`src/rtl/obi_bridge_arbiter_if.sv`:
```
// OBI-style request/grant/response bundle used for the two requester ports
// and for the shared bridge port of obi_bridge_arbiter.
// master: the side that issues requests. slave: the side that grants and responds.
interface obi_bridge_arbiter_if #(
    parameter int unsigned ADDR_WIDTH = 32
);
    logic                  req;
    logic [ADDR_WIDTH-1:0] addr;
    logic                  we;
    logic [3:0]            be;
    logic [31:0]           wdata;
    logic                  gnt;
    logic                  rvalid;
    logic [31:0]           rdata;

    modport master (
        output req, addr, we, be, wdata,
        input  gnt, rvalid, rdata
    );

    modport slave (
        input  req, addr, we, be, wdata,
        output gnt, rvalid, rdata
    );
endinterface

```
`src/rtl/obi_bridge_arbiter.sv`:
```
// obi_bridge_arbiter
// Shares one OBI req/gnt/rvalid slave (the core-to-AXI bridge) between the
// instruction-fetch port and the data port.
//  - round-robin arbitration, with the winner locked while the bridge stalls
//    its grant, so req/addr stay stable as OBI requires
//  - in-order owner FIFO (depth MAX_OUTSTANDING) records who issued each
//    granted transaction; responses are steered to the FIFO head owner
//  - err_o is sticky and flags a response arriving with nothing outstanding
// Optional feature macro: OBI_ARB_PERF_EN adds grant and stall counters
// (instr_gnt_cnt_o, data_gnt_cnt_o, stall_cnt_o).
module obi_bridge_arbiter #(
    parameter int unsigned ADDR_WIDTH      = 32,
    parameter int unsigned MAX_OUTSTANDING = 2
) (
    input  logic                 clk_i,
    input  logic                 rst_ni,
    obi_bridge_arbiter_if.slave  instr,
    obi_bridge_arbiter_if.slave  data,
    obi_bridge_arbiter_if.master m,
    output logic                 err_o
`ifdef OBI_ARB_PERF_EN
    ,
    output logic [31:0]          instr_gnt_cnt_o,
    output logic [31:0]          data_gnt_cnt_o,
    output logic [31:0]          stall_cnt_o
`endif
);

    // Pointer width is at least 1 so a depth-1 FIFO still has a legal index;
    // storage is sized to the full pointer range so indexing is always in range.
    localparam int unsigned PTR_W = (MAX_OUTSTANDING > 1) ? $clog2(MAX_OUTSTANDING) : 1;
    localparam int unsigned CNT_W = $clog2(MAX_OUTSTANDING + 1);
    localparam int unsigned DEPTH = 2 ** PTR_W;

    typedef enum logic {
        OWNER_INSTR = 1'b0,
        OWNER_DATA  = 1'b1
    } owner_e;

    // Arbitration state
    owner_e rr_q;       // preferred port when both request
    logic   lock_q;     // a request is on the bus but not yet granted
    owner_e lock_id_q;  // which port holds the lock

    // Owner FIFO state
    owner_e           fifo_q [DEPTH];
    logic [PTR_W-1:0] wr_ptr_q;
    logic [PTR_W-1:0] rd_ptr_q;
    logic [CNT_W-1:0] count_q;

    // Combinational signals
    owner_e                win_id;
    logic                  win_req;
    logic [ADDR_WIDTH-1:0] win_addr;
    logic                  win_we;
    logic [3:0]            win_be;
    logic [31:0]           win_wdata;
    logic                  fifo_full;
    logic                  fifo_empty;
    logic                  grant;
    logic                  push;
    logic                  pop;
    owner_e                head_id;

    // Instruction port is read-only; its write-side fields are never forwarded.
    logic unused_instr;
    assign unused_instr = ^{instr.we, instr.be, instr.wdata};

    // Advance a FIFO pointer with explicit wrap at MAX_OUTSTANDING, so a
    // non-power-of-two range of the pointer width is never walked.
    function automatic logic [PTR_W-1:0] ptr_inc(input logic [PTR_W-1:0] p);
        if (p == PTR_W'(MAX_OUTSTANDING - 1)) begin
            return '0;
        end
        return p + PTR_W'(1);
    endfunction

    assign fifo_full  = (count_q == CNT_W'(MAX_OUTSTANDING));
    assign fifo_empty = (count_q == '0);
    assign head_id    = fifo_q[rd_ptr_q];

    // Winner selection: a locked winner is held, otherwise round-robin when
    // both request, otherwise the single requester.
    always_comb begin
        win_id = OWNER_INSTR;
        if (lock_q) begin
            win_id = lock_id_q;
        end else if (instr.req && data.req) begin
            win_id = rr_q;
        end else if (data.req) begin
            win_id = OWNER_DATA;
        end
    end

    // Request mux: instruction fetches are always full-word reads.
    always_comb begin
        win_req   = instr.req;
        win_addr  = instr.addr;
        win_we    = 1'b0;
        win_be    = 4'b1111;
        win_wdata = '0;
        if (win_id == OWNER_DATA) begin
            win_req   = data.req;
            win_addr  = data.addr;
            win_we    = data.we;
            win_be    = data.be;
            win_wdata = data.wdata;
        end
    end

    // A full owner FIFO blocks the request entirely; it stays pending upstream.
    assign m.req   = win_req && !fifo_full;
    assign m.addr  = win_addr;
    assign m.we    = win_we;
    assign m.be    = win_be;
    assign m.wdata = win_wdata;

    assign grant     = m.req && m.gnt;
    assign instr.gnt = grant && (win_id == OWNER_INSTR);
    assign data.gnt  = grant && (win_id == OWNER_DATA);

    // Responses come back in issue order, so the FIFO head owns each rvalid.
    // A response with nothing outstanding is dropped and flagged on err_o.
    assign push         = grant;
    assign pop          = m.rvalid && !fifo_empty;
    assign instr.rvalid = pop && (head_id == OWNER_INSTR);
    assign data.rvalid  = pop && (head_id == OWNER_DATA);
    assign instr.rdata  = m.rdata;
    assign data.rdata   = m.rdata;

    // Round-robin pointer and grant-pending lock.
    always_ff @(posedge clk_i or negedge rst_ni) begin
        if (!rst_ni) begin
            rr_q      <= OWNER_INSTR;
            lock_q    <= 1'b0;
            lock_id_q <= OWNER_INSTR;
        end else begin
            if (grant) begin
                rr_q <= (win_id == OWNER_INSTR) ? OWNER_DATA : OWNER_INSTR;
            end
            lock_q    <= m.req && !m.gnt;
            lock_id_q <= win_id;
        end
    end

    // Owner FIFO: push on grant, pop on a response; both may occur together.
    always_ff @(posedge clk_i or negedge rst_ni) begin
        if (!rst_ni) begin
            for (int i = 0; i < int'(DEPTH); i++) begin
                fifo_q[i] <= OWNER_INSTR;
            end
            wr_ptr_q <= '0;
            rd_ptr_q <= '0;
            count_q  <= '0;
        end else begin
            if (push) begin
                fifo_q[wr_ptr_q] <= win_id;
                wr_ptr_q         <= ptr_inc(wr_ptr_q);
            end
            if (pop) begin
                rd_ptr_q <= ptr_inc(rd_ptr_q);
            end
            case ({push, pop})
                2'b10:   count_q <= count_q + CNT_W'(1);
                2'b01:   count_q <= count_q - CNT_W'(1);
                default: count_q <= count_q;
            endcase
        end
    end

    // Sticky protocol error: response with no outstanding transaction.
    always_ff @(posedge clk_i or negedge rst_ni) begin
        if (!rst_ni) begin
            err_o <= 1'b0;
        end else if (m.rvalid && fifo_empty) begin
            err_o <= 1'b1;
        end
    end

`ifdef OBI_ARB_PERF_EN
    logic stall;
    assign stall = (instr.req && !instr.gnt) || (data.req && !data.gnt);

    // Wrapping per-port grant counters and a cycle counter of blocked requests.
    always_ff @(posedge clk_i or negedge rst_ni) begin
        if (!rst_ni) begin
            instr_gnt_cnt_o <= '0;
            data_gnt_cnt_o  <= '0;
            stall_cnt_o     <= '0;
        end else begin
            if (instr.gnt) instr_gnt_cnt_o <= instr_gnt_cnt_o + 32'd1;
            if (data.gnt)  data_gnt_cnt_o  <= data_gnt_cnt_o + 32'd1;
            if (stall)     stall_cnt_o     <= stall_cnt_o + 32'd1;
        end
    end
`endif

endmodule
```
`src/flat_wrapper.sv`:
```
// flat-port wrapper written by rule: the top's interface ports become plain ports
module obi_bridge_arbiter_flat 
#(
    parameter int unsigned ADDR_WIDTH      = 32,
    parameter int unsigned MAX_OUTSTANDING = 2
)
  (clk_i, rst_ni, err_o, instr_req, instr_addr, instr_we, instr_be, instr_wdata, instr_gnt, instr_rvalid, instr_rdata, data_req, data_addr, data_we, data_be, data_wdata, data_gnt, data_rvalid, data_rdata, m_req, m_addr, m_we, m_be, m_wdata, m_gnt, m_rvalid, m_rdata);
  obi_bridge_arbiter_if #(.ADDR_WIDTH(ADDR_WIDTH)) instr_i ();
  obi_bridge_arbiter_if #(.ADDR_WIDTH(ADDR_WIDTH)) data_i ();
  obi_bridge_arbiter_if #(.ADDR_WIDTH(ADDR_WIDTH)) m_i ();
  input  logic clk_i;
  input  logic rst_ni;
  output logic err_o;
  input wire logic [$bits(instr_i.req)-1:0] instr_req;
  input wire logic [$bits(instr_i.addr)-1:0] instr_addr;
  input wire logic [$bits(instr_i.we)-1:0] instr_we;
  input wire logic [$bits(instr_i.be)-1:0] instr_be;
  input wire logic [$bits(instr_i.wdata)-1:0] instr_wdata;
  output wire logic [$bits(instr_i.gnt)-1:0] instr_gnt;
  output wire logic [$bits(instr_i.rvalid)-1:0] instr_rvalid;
  output wire logic [$bits(instr_i.rdata)-1:0] instr_rdata;
  input wire logic [$bits(data_i.req)-1:0] data_req;
  input wire logic [$bits(data_i.addr)-1:0] data_addr;
  input wire logic [$bits(data_i.we)-1:0] data_we;
  input wire logic [$bits(data_i.be)-1:0] data_be;
  input wire logic [$bits(data_i.wdata)-1:0] data_wdata;
  output wire logic [$bits(data_i.gnt)-1:0] data_gnt;
  output wire logic [$bits(data_i.rvalid)-1:0] data_rvalid;
  output wire logic [$bits(data_i.rdata)-1:0] data_rdata;
  output wire logic [$bits(m_i.req)-1:0] m_req;
  output wire logic [$bits(m_i.addr)-1:0] m_addr;
  output wire logic [$bits(m_i.we)-1:0] m_we;
  output wire logic [$bits(m_i.be)-1:0] m_be;
  output wire logic [$bits(m_i.wdata)-1:0] m_wdata;
  input wire logic [$bits(m_i.gnt)-1:0] m_gnt;
  input wire logic [$bits(m_i.rvalid)-1:0] m_rvalid;
  input wire logic [$bits(m_i.rdata)-1:0] m_rdata;
  assign instr_i.req = instr_req;
  assign instr_i.addr = instr_addr;
  assign instr_i.we = instr_we;
  assign instr_i.be = instr_be;
  assign instr_i.wdata = instr_wdata;
  assign instr_gnt = instr_i.gnt;
  assign instr_rvalid = instr_i.rvalid;
  assign instr_rdata = instr_i.rdata;
  assign data_i.req = data_req;
  assign data_i.addr = data_addr;
  assign data_i.we = data_we;
  assign data_i.be = data_be;
  assign data_i.wdata = data_wdata;
  assign data_gnt = data_i.gnt;
  assign data_rvalid = data_i.rvalid;
  assign data_rdata = data_i.rdata;
  assign m_req = m_i.req;
  assign m_addr = m_i.addr;
  assign m_we = m_i.we;
  assign m_be = m_i.be;
  assign m_wdata = m_i.wdata;
  assign m_i.gnt = m_gnt;
  assign m_i.rvalid = m_rvalid;
  assign m_i.rdata = m_rdata;
  obi_bridge_arbiter #(.ADDR_WIDTH(ADDR_WIDTH), .MAX_OUTSTANDING(MAX_OUTSTANDING)) u_core (.clk_i(clk_i), .rst_ni(rst_ni), .instr(instr_i), .data(data_i), .m(m_i), .err_o(err_o));
endmodule
```
`config.mk`:
```
export PLATFORM = sky130hd
export DESIGN_NAME = obi_bridge_arbiter_flat
export DESIGN_NICKNAME = d
export VERILOG_FILES = /design/src/rtl/obi_bridge_arbiter_if.sv /design/src/rtl/obi_bridge_arbiter.sv /design/src/flat_wrapper.sv
export SDC_FILE = /design/constraint.sdc
export NUM_CORES = 1
export LEC_CHECK = 0
export ABC_CLOCK_PERIOD_IN_PS = 2300
export CORE_AREA = 8 8 115 117
export DETAILED_ROUTE_END_ITERATION = 8
export DIE_AREA = 0 0 123 125
export GPL_ROUTABILITY_DRIVEN = 0
export GPL_TIMING_DRIVEN = 0
export PLACE_DENSITY = 0.65
export SYNTH_ARGS = -nofsm -noshare
export SYNTH_HDL_FRONTEND = slang
export SYNTH_SLANG_ARGS = --single-unit
```
`constraint.sdc`:
```
create_clock -name clk_i -period 2.3 [get_ports clk_i]
set_input_delay 0.69 -clock clk_i [delete_from_list [all_inputs] [get_ports clk_i]]
set_output_delay 0.69 -clock clk_i [all_outputs]
set_load 0.05 [all_outputs]
```
==> results.json, run 1 <==
{
  "maxSlewHeadroom": 0.629,
  "yosys.area.top_type_share": 0.295,
  "syn_avg_cell_area_um2": 8.84,
  "seqCellArea_um2": 250,
  "multi_input_area_um2": 1060,
  "start_kind": "input pin",
  "wl_per_cell_um": 16.8,
  "cts-root-buf": "clkbuf_16",
  "slowest_stage": "mux2_4",
  "finalHoldViolCount": 0,
  "syn_inst": 190,
  "die_w_um": 123,
  "drc": 0,
  "final_common_cell": "clkdlybuf4s50_1",
  "grt_usage": 0.116,
  "cp-endpoint": "m_addr[28]",
  "cts.sinks": 10,
  "hpwl_mm": 8.43,
  "violations": "setup timing",
  "hp-class": "register to register",
  "clkLatencyLatePin_ns": 0.23,
  "critical_path_class": "input pin to output port",
  "nNetsFinal": 633,
  "fin_ws_ns": -0.332,
  "required_ns": 1.61,
  "wl_mm": 10.1,
  "ant_nets": 0,
  "fin_crit_ns": 2.63,
  "cts_max_level": 1,
  "rsz0062_at_grt": "true",
  "status": "complete, but fails checks",
  "cp.depth": 7,
  "final_layout_size_suffix_gt1_frac": 0.537,
  "timing.rr.end": "u_core.count_q[1]",
  "ios": 315,
  "clockBufferDepth": 2,
  "num_antenna_cells": 0,
  "rr_worst_depth": 5,
  "syn-cell-area_um2": 1680,
  "skew_ns": 0.00153,
  "vdd_ir_drop_max_mv": 0.341,
  "critPathCaptureType": "output port",
  "ys_seq_area_frac": 0.149,
  "hold_slack_ns": 0.454,
  "startpoint": "instr_req",
  "path_common_cell": "buf_8",
  "port_buffers": 245,
  "ctsHoldBuffers": 0,
  "cts_buffers": 3,
  "vias": 2254,
  "mostFrequentLayoutCells": "clkdlybuf4s50_1, buf_4, buf_6",
  "worst_ep_arrival_time_ns": 1.94,
  "grt_pass1_vias": 2433,
  "drv_slew": 0,
  "p_leak_nw": 2.26,
  "grt_max_degree": 11,
  "ys_warn_count": 0,
  "grt_pass1_wl_mm": 14.2,
  "fp.dieH_um": 125,
  "fmax_mhz": 380,
  "cp_top_family": "buffers and inverters",
  "syn2layout_area_growth_pct": 198,
  "num_rows": 40,
  "nFillCells": 1110,
  "rrSetupSlack_ns": 0.61,
  "yosys-top-cells-area": "buf_4, mux2_2, dfrtp_1",
  "fin_util": 0.431,
  "rr_startpoint": "u_core.lock_q",
  "synth_area_leader_cell": "buf_4",
  "synthDistinctLibCells": 33,
  "slowest_delay_ns": 0.31,
  "cellPowerDensity_nw_per_um2": 853,
  "dieArea_um2": 15400,
  "antenna_found_initial": 0,
  "cts_tree": "done",
  "syn_nets": 367,
  "fin_crit_sh": 1.14,
  "drt_iter0_markers": 61,
  "clk_pin_slew_ns": 0.04,
  "globalRouteOverflowTotal": 0,
  "critPathBufInv": 4,
  "viasPerCell": 3.75,
  "setup_viol": 71,
  "synth-seq-cells": 10,
  "first_pass_iters": 4,
  "maxCapViolations": 0,
  "worst_pin_slew_ns": 0.554,
  "start_util": 0.145,
  "core_um2": 11600,
  "cp_max_fo": 6,
  "worstPathCellList": "buf_8, and2b_1, o21ai_4, buf_8, buf_12, mux2_4, buf_6"
}
==> state kept, by name, indices dropped and copies added (netlist names) <==
| register | flops |
|---|---|
| u_core.lock_id_q | 1 |
| u_core.lock_q | 1 |
| u_core.err_o | 1 |
| u_core.fifo_q | 2 |
| u_core.wr_ptr_q | 1 |
| u_core.rd_ptr_q | 1 |
| u_core.rr_q | 1 |
| u_core.count_q | 2 |
==> through the flow <==
step	TNS (ns)	total power [mW]	cell area, µm²	setup slack (ns)	cells
detailed placement	-96.00	3.37	4400	-1.42	582
global placement	-95.35	3.34	4400	-1.41	582
CTS	-22.28	4.32	4990	-0.382	598
floorplan	-1.05	2.39	1760	-0.0535	190
finish	-16.15	4.27	5000	-0.332	601
global route	-20.51	4.46	5000	-0.380	601
==> where the power goes <==
part           switching, mW  leakage, nW  internal, mW  total, mW
logic                   1.96         2.10          1.68       3.64
clock network         0.0694       0.0370         0.224      0.294
registers             0.0786        0.117         0.254      0.333
total                   2.10         2.26          2.16       4.27
==> timing repair <==
item | in CTS | in global routing
setup buffers | 9 | 8
gates resized for setup | 607 | 19
pin swaps | 24 | 4
cloned | 5 | 0
setup endpoints to repair | 74 | 72
==> layer usage <==
| layer | up-vias | global-route usage | wire (µm) |
|---|---|---|---|
| met5 | - | 0 | 0 |
| met1 | 1042 | 0.111 | 3240 |
| li1 | 1088 | - | - |
| met3 | 4 | 0.0378 | 1130 |
| met2 | 120 | 0.237 | 5670 |
| met4 | 0 | 0.0106 | 31 |
==> worst min-delay path by stage <==
stage	cells after the start	to	from
after floorplan	0	u_core.count_q[0]	rst_ni
after global placement	1	u_core.err_o	u_core.err_o
after detailed placement	1	u_core.err_o	u_core.err_o
after CTS	1	u_core.err_o	u_core.err_o
after global routing	1	u_core.err_o	u_core.err_o
final	1	u_core.err_o	u_core.err_o
==> logic make-up after synthesis <==
logic type	after synthesis	synth area share
adders and majority gates	1	0.00745
xor gates and xnor gates	5	0.0261
buffers and inverters	74	0.325
muxes	34	0.243
DFF	10	0.149
and+or+nand+nor	57	0.210
AOI/OAI and AO/OA	9	0.0395
==> cell type report <==
class                           count  share of cell area
Timing Repair Buffer              265               0.576
Multi-Input combinational cell    106               0.212
Buffer                             68               0.109
Sequential cell                    10              0.0500
Tap cell                          147              0.0368
Clock buffer                        3              0.0150
Inverter                            2             0.00150
==> cells in the mapped netlist, drive strengths merged <==
cell type	n
buf	70
and2	35
mux2	33
dfrtp	10
nand2b	6
nor2	4
xnor2	4
a21oi	2
a32o	2
clkbuf	2
inv	2
nand4	2
nor2b	2
o21ai	2
a21o	1
a31oi	1
and2b	1
and3	1
ha	1
mux2i	1
nand2	1
nand3	1
nand3b	1
nor3	1
nor3b	1
nor4	1
o2111ai	1
xor2	1
Power figures use the tool's default switching activity.
==> inputs of run 2 (changes only) <==
ABC_CLOCK_PERIOD_IN_PS = 3300   (was 2300)
CORE_AREA = 8 8 117 119   (was 8 8 115 117)
DIE_AREA = 0 0 125 127   (was 0 0 123 125)
PLACE_DENSITY = unset   (was 0.65)
clock period = 3.3 ns   (was 2.3 ns; I/O delays follow)
==> run 2 against run 1 <==
Against the previous run: the run now ends clean; critical path depth grew 1; sequential power shrank 31%; die area grew 3.3%; critical path type unchanged; largest cell class unchanged; largest power group unchanged.
==> results.json, run 2 (synthesis results as in run 1) <==
{
  "startpoint": "instr_req",
  "dieArea_um2": 15900,
  "clockBufferDepth": 2,
  "reg.largest.list": "u_core.count_q: 2 flops, u_core.fifo_q: 2 flops",
  "core_um2": 11800,
  "cp-endpoint": "m_addr[26]",
  "first_pass_iters": 4,
  "required_ns": 2.31,
  "clk_pin_slew_ns": 0.04,
  "drc": 0,
  "ctsHoldBuffers": 0,
  "hp-class": "register to register",
  "num_antenna_cells": 0,
  "setup_viol": 0,
  "finalHoldViolCount": 0,
  "drv_slew": 0,
  "setup_tns_ns": 0,
  "timing.rr.end": "u_core.count_q[1]",
  "grt_pass1_wl_mm": 15.2,
  "hpwl_mm": 9.43,
  "rr_startpoint": "u_core.lock_q",
  "fmax_mhz": 307,
  "grt_usage": 0.124,
  "ios": 315,
  "worst_pin_slew_ns": 0.553,
  "mostFrequentLayoutCells": "clkdlybuf4s50_1, buf_4, buf_6",
  "start_kind": "input pin",
  "cellPowerDensity_nw_per_um2": 593,
  "antenna_found_initial": 0,
  "nNetsFinal": 623,
  "globalRouteOverflowTotal": 0,
  "p_leak_nw": 2.05,
  "fp.dieH_um": 127,
  "status": "completed",
  "cts.sinks": 10,
  "grt_pass1_vias": 2311,
  "rrSetupSlack_ns": 1.58,
  "critPathCaptureType": "output port",
  "cts_buffers": 3,
  "clkLatencyLatePin_ns": 0.23,
  "rsz0062_at_grt": "false",
  "maxSlewHeadroom": 0.630,
  "wl_mm": 10.7,
  "final_common_cell": "clkdlybuf4s50_1",
  "final_layout_size_suffix_gt1_frac": 0.435,
  "cts-root-buf": "clkbuf_16",
  "vdd_ir_drop_max_mv": 0.497,
  "vias": 2172,
  "cp_max_fo": 6,
  "wl_per_cell_um": 18.1,
  "grt_max_degree": 11,
  "start_util": 0.142,
  "maxCapViolations": 0,
  "critical_path_class": "input pin to output port",
  "worst_ep_arrival_time_ns": 2.26,
  "cts_tree": "done",
  "hold_slack_ns": 0.454,
  "fin_crit_ns": 3.25,
  "skew_ns": 0.000675,
  "syn2layout_area_growth_pct": 174,
  "port_buffers": 245,
  "dpl_cell_area_um2": 4320,
  "die_w_um": 125,
  "rr_worst_depth": 5,
  "design_area_um2": 4600,
  "num_rows": 40,
  "ant_nets": 0,
  "drt_iter0_markers": 35,
  "viasPerCell": 3.68,
  "fin_crit_sh": 0.986,
  "cts_max_level": 1
}
run 2: stage by stage:
step / util / worst slack, ns / cells / total power [mW]
after floorplan: - / 0.187 / 190 / 1.61
after global placement: 0.365 / -1.08 / 582 / 2.31
after detailed placement: 0.365 / -1.10 / 582 / 2.32
after CTS: 0.388 / -0.0284 / 590 / 2.75
after global routing: 0.390 / 0.00292 / 591 / 2.86
final: 0.390 / 0.0459 / 591 / 2.73
run 2: repair_timing:
item | CTS | global route
pin swaps | 1 | 1
resized for setup | 504 | 7
setup endpoints to repair | 74 | 59
setup buffers | 3 | 0
gates cloned | 2 | 1
run 2: final cells by class:
class	instances	area, µm²
Tap cell	147	184
Multi-Input combinational cell	106	907
Fill cell	1180	7210
Sequential cell	10	250
Timing Repair Buffer	251	2580
Inverter	2	7.51
Buffer	72	596
Clock buffer	3	75.1
run 2: power breakdown:
part | leakage, nW | total (mW) | switching, mW | internal (mW)
logic | 1.90 | 2.29 | 1.31 | 0.981
clock network | 0.0370 | 0.207 | 0.0509 | 0.157
registers | 0.117 | 0.230 | 0.0528 | 0.177
run 2: layer usage:
layer  GRT usage  part of all wire
met3      0.0408             0.085
met1       0.113              0.33
met2       0.260              0.58
met4      0.0193            0.0050
met5           0                 0
run 2: critical path, stage by stage:
cell and delay [ns]:
buf_6 0.10, and2b_1 0.17, o21ai_4 0.15, buf_6 0.12
buf_8 0.12, clkbuf_16 0.15, mux2_4 0.30, buf_6 0.15
run 2: worst min-delay path by stage:
stage / to / start / slack (ns) / cells after the start
global placement: u_core.err_o / u_core.err_o / 0.45 / 1
detailed placement: u_core.err_o / u_core.err_o / 0.45 / 1
finish: u_core.err_o / u_core.err_o / 0.45 / 1
global route: u_core.err_o / u_core.err_o / 0.48 / 1
floorplan: u_core.fifo_q[1] / u_core.fifo_q[1] / 0.47 / 1
CTS: u_core.err_o / u_core.err_o / 0.46 / 1
==> inputs of run 3 (changes only) <==
ABC_CLOCK_PERIOD_IN_PS = 2900   (was 3300)
CORE_AREA = 8 8 115 117   (was 8 8 117 119)
DIE_AREA = 0 0 123 125   (was 0 0 125 127)
PLACE_DENSITY = 0.67   (was unset)
clock period = 2.9 ns   (was 3.3 ns; I/O delays follow)
==> run 3 against run 2 <==
Against the previous run: the run now ends with setup timing left; combinational power is 41% higher; critical endpoint is now m_addr[19]; total power is 38% higher; largest cell class unchanged; clock skew is 0.00081 ns higher; register-to-register slack worse by 0.36 ns.
==> results.json, run 3 (synthesis results as in run 1) <==
{
  "final_layout_size_suffix_gt1_frac": 0.535,
  "critPathCaptureType": "output port",
  "cts.sinks": 10,
  "ant_nets": 0,
  "drv_slew": 0,
  "cellPowerDensity_nw_per_um2": 702,
  "status": "complete, but fails checks",
  "grt_max_degree": 11,
  "path_common_cell": "buf_12",
  "rr_startpoint": "u_core.rr_q",
  "clockBufferDepth": 2,
  "grt_pass1_vias": 2534,
  "maxSlewHeadroom": 0.638,
  "ios": 315,
  "hp-class": "register to register",
  "cp_top_family": "buffers and inverters",
  "clk_pin_slew_ns": 0.04,
  "maxCapViolations": 0,
  "clkLatencyLatePin_ns": 0.24,
  "num_rows": 40,
  "dpl_cell_area_um2": 4320,
  "critPathBufInv": 5,
  "worstPathCellList": "buf_8, and2b_1, o21ai_4, buf_12, buf_12, clkbuf_16, mux2_4, buf_6",
  "ctsHoldBuffers": 0,
  "cts-root-buf": "clkbuf_16",
  "rsz0062_at_grt": "true",
  "fin_util": 0.461,
  "violations": "setup timing",
  "die_w_um": 123,
  "wl_per_cell_um": 17.5,
  "nNetsFinal": 636,
  "final_cells": 605,
  "globalRouteOverflowTotal": 0,
  "worst_ep_arrival_time_ns": 2.16,
  "worst_pin_slew_ns": 0.542,
  "hpwl_mm": 8.36,
  "skew_ns": 0.00149,
  "core_um2": 11600,
  "cp_max_fo": 5,
  "drt_iter0_markers": 55,
  "post-place-ws_ns": -1.21,
  "vdd_ir_drop_max_mv": 0.590,
  "timing.rr.end": "u_core.fifo_q[0]",
  "port_buffers": 245,
  "grt_pass1_wl_mm": 15.1,
  "nFillCells": 1087,
  "first_pass_iters": 6,
  "num_antenna_cells": 0,
  "cp-endpoint": "m_addr[19]",
  "rrSetupSlack_ns": 1.22,
  "fmax_mhz": 330,
  "antenna_found_initial": 0,
  "drc": 0,
  "startpoint": "instr_req",
  "dp.cells": 582,
  "required_ns": 2.03,
  "critical_path_class": "input pin to output port",
  "setup_viol": 56,
  "fin_ws_ns": -0.132,
  "finalHoldViolCount": 0,
  "mostFrequentLayoutCells": "clkdlybuf4s50_1, buf_4, buf_8",
  "final_common_cell": "clkdlybuf4s50_1",
  "p_leak_nw": 2.44,
  "design_area_um2": 5350,
  "slowest_delay_ns": 0.31,
  "cts_tree": "done",
  "slowest_stage": "mux2_4",
  "dieArea_um2": 15400,
  "reg.largest.list": "u_core.count_q: 2 flops, u_core.fifo_q: 2 flops",
  "viasPerCell": 3.79,
  "start_kind": "input pin",
  "grt_usage": 0.124,
  "start_util": 0.145,
  "cts_max_level": 1,
  "vias": 2291,
  "cp.depth": 8,
  "syn2layout_area_growth_pct": 219,
  "wl_mm": 10.6,
  "rr_worst_depth": 8,
  "fp.dieH_um": 125,
  "fin_crit_ns": 3.03,
  "fin_crit_sh": 1.05,
  "cts_buffers": 3
}
run 3: changes by cell type in the layout (fill, tap and decap cells not counted), moves of 22 or more:
cell / delta
and2_1: -33
and2_4: +33
buf_6: -36
buf_8: +57
mux2_2: -22
mux2_4: +22
run 3: report_power, final:
| group | internal (mW) | switching, mW |
|---|---|---|
| Combinational | 1.59 | 1.63 |
| Clock | 0.208 | 0.0696 |
| Sequential | 0.202 | 0.0577 |
run 3: metrics by stage:
stage          hold slack [ns]  setup TNS [ns]  total power [mW]
6_report                 0.454           -4.18              3.76
5_1_grt                  0.485           -7.26              3.91
4_1_cts                  0.457           -7.64              3.65
3_5_place_dp             0.447          -82.09              2.62
3_3_place_gp             0.448          -82.57              2.60
2_1_floorplan            0.465               0              1.83
run 3: worst min path at each step:
stage | to | from | cells after the start
finish | u_core.err_o | u_core.err_o | 1
CTS | u_core.err_o | u_core.err_o | 1
global route | u_core.err_o | u_core.err_o | 1
global placement | u_core.err_o | u_core.err_o | 1
detailed placement | u_core.err_o | u_core.err_o | 1
floorplan | u_core.fifo_q[1] | u_core.fifo_q[1] | 1
run 3: per-layer routing:
layer,track usage,part of all wire,up-vias
li1,-,-,1095
met1,0.116,0.32,1082
met2,0.259,0.58,105
met3,0.0261,0.088,9
met4,0.0227,0.0098,0
met5,0,0,-
run 3: cell type report:
class,instances,area (µm²),area share
plain buffers,72,614,0.115
clock buffers,4,88.8,0.0166
inverters,2,7.51,0.00140
multi-input cells,106,1100,0.206
flip-flops and latches,10,250,0.0468
well taps,147,184,0.0344
repair buffers,264,3100,0.580
run 3: timing repair:
action / 4_1_cts / 5_1_grt
setup buffers: 9 / 3
resized for setup: 649 / 33
pin swaps: 34 / 1
setup endpoints to repair: 74 / 73
cloned: 6 / 2
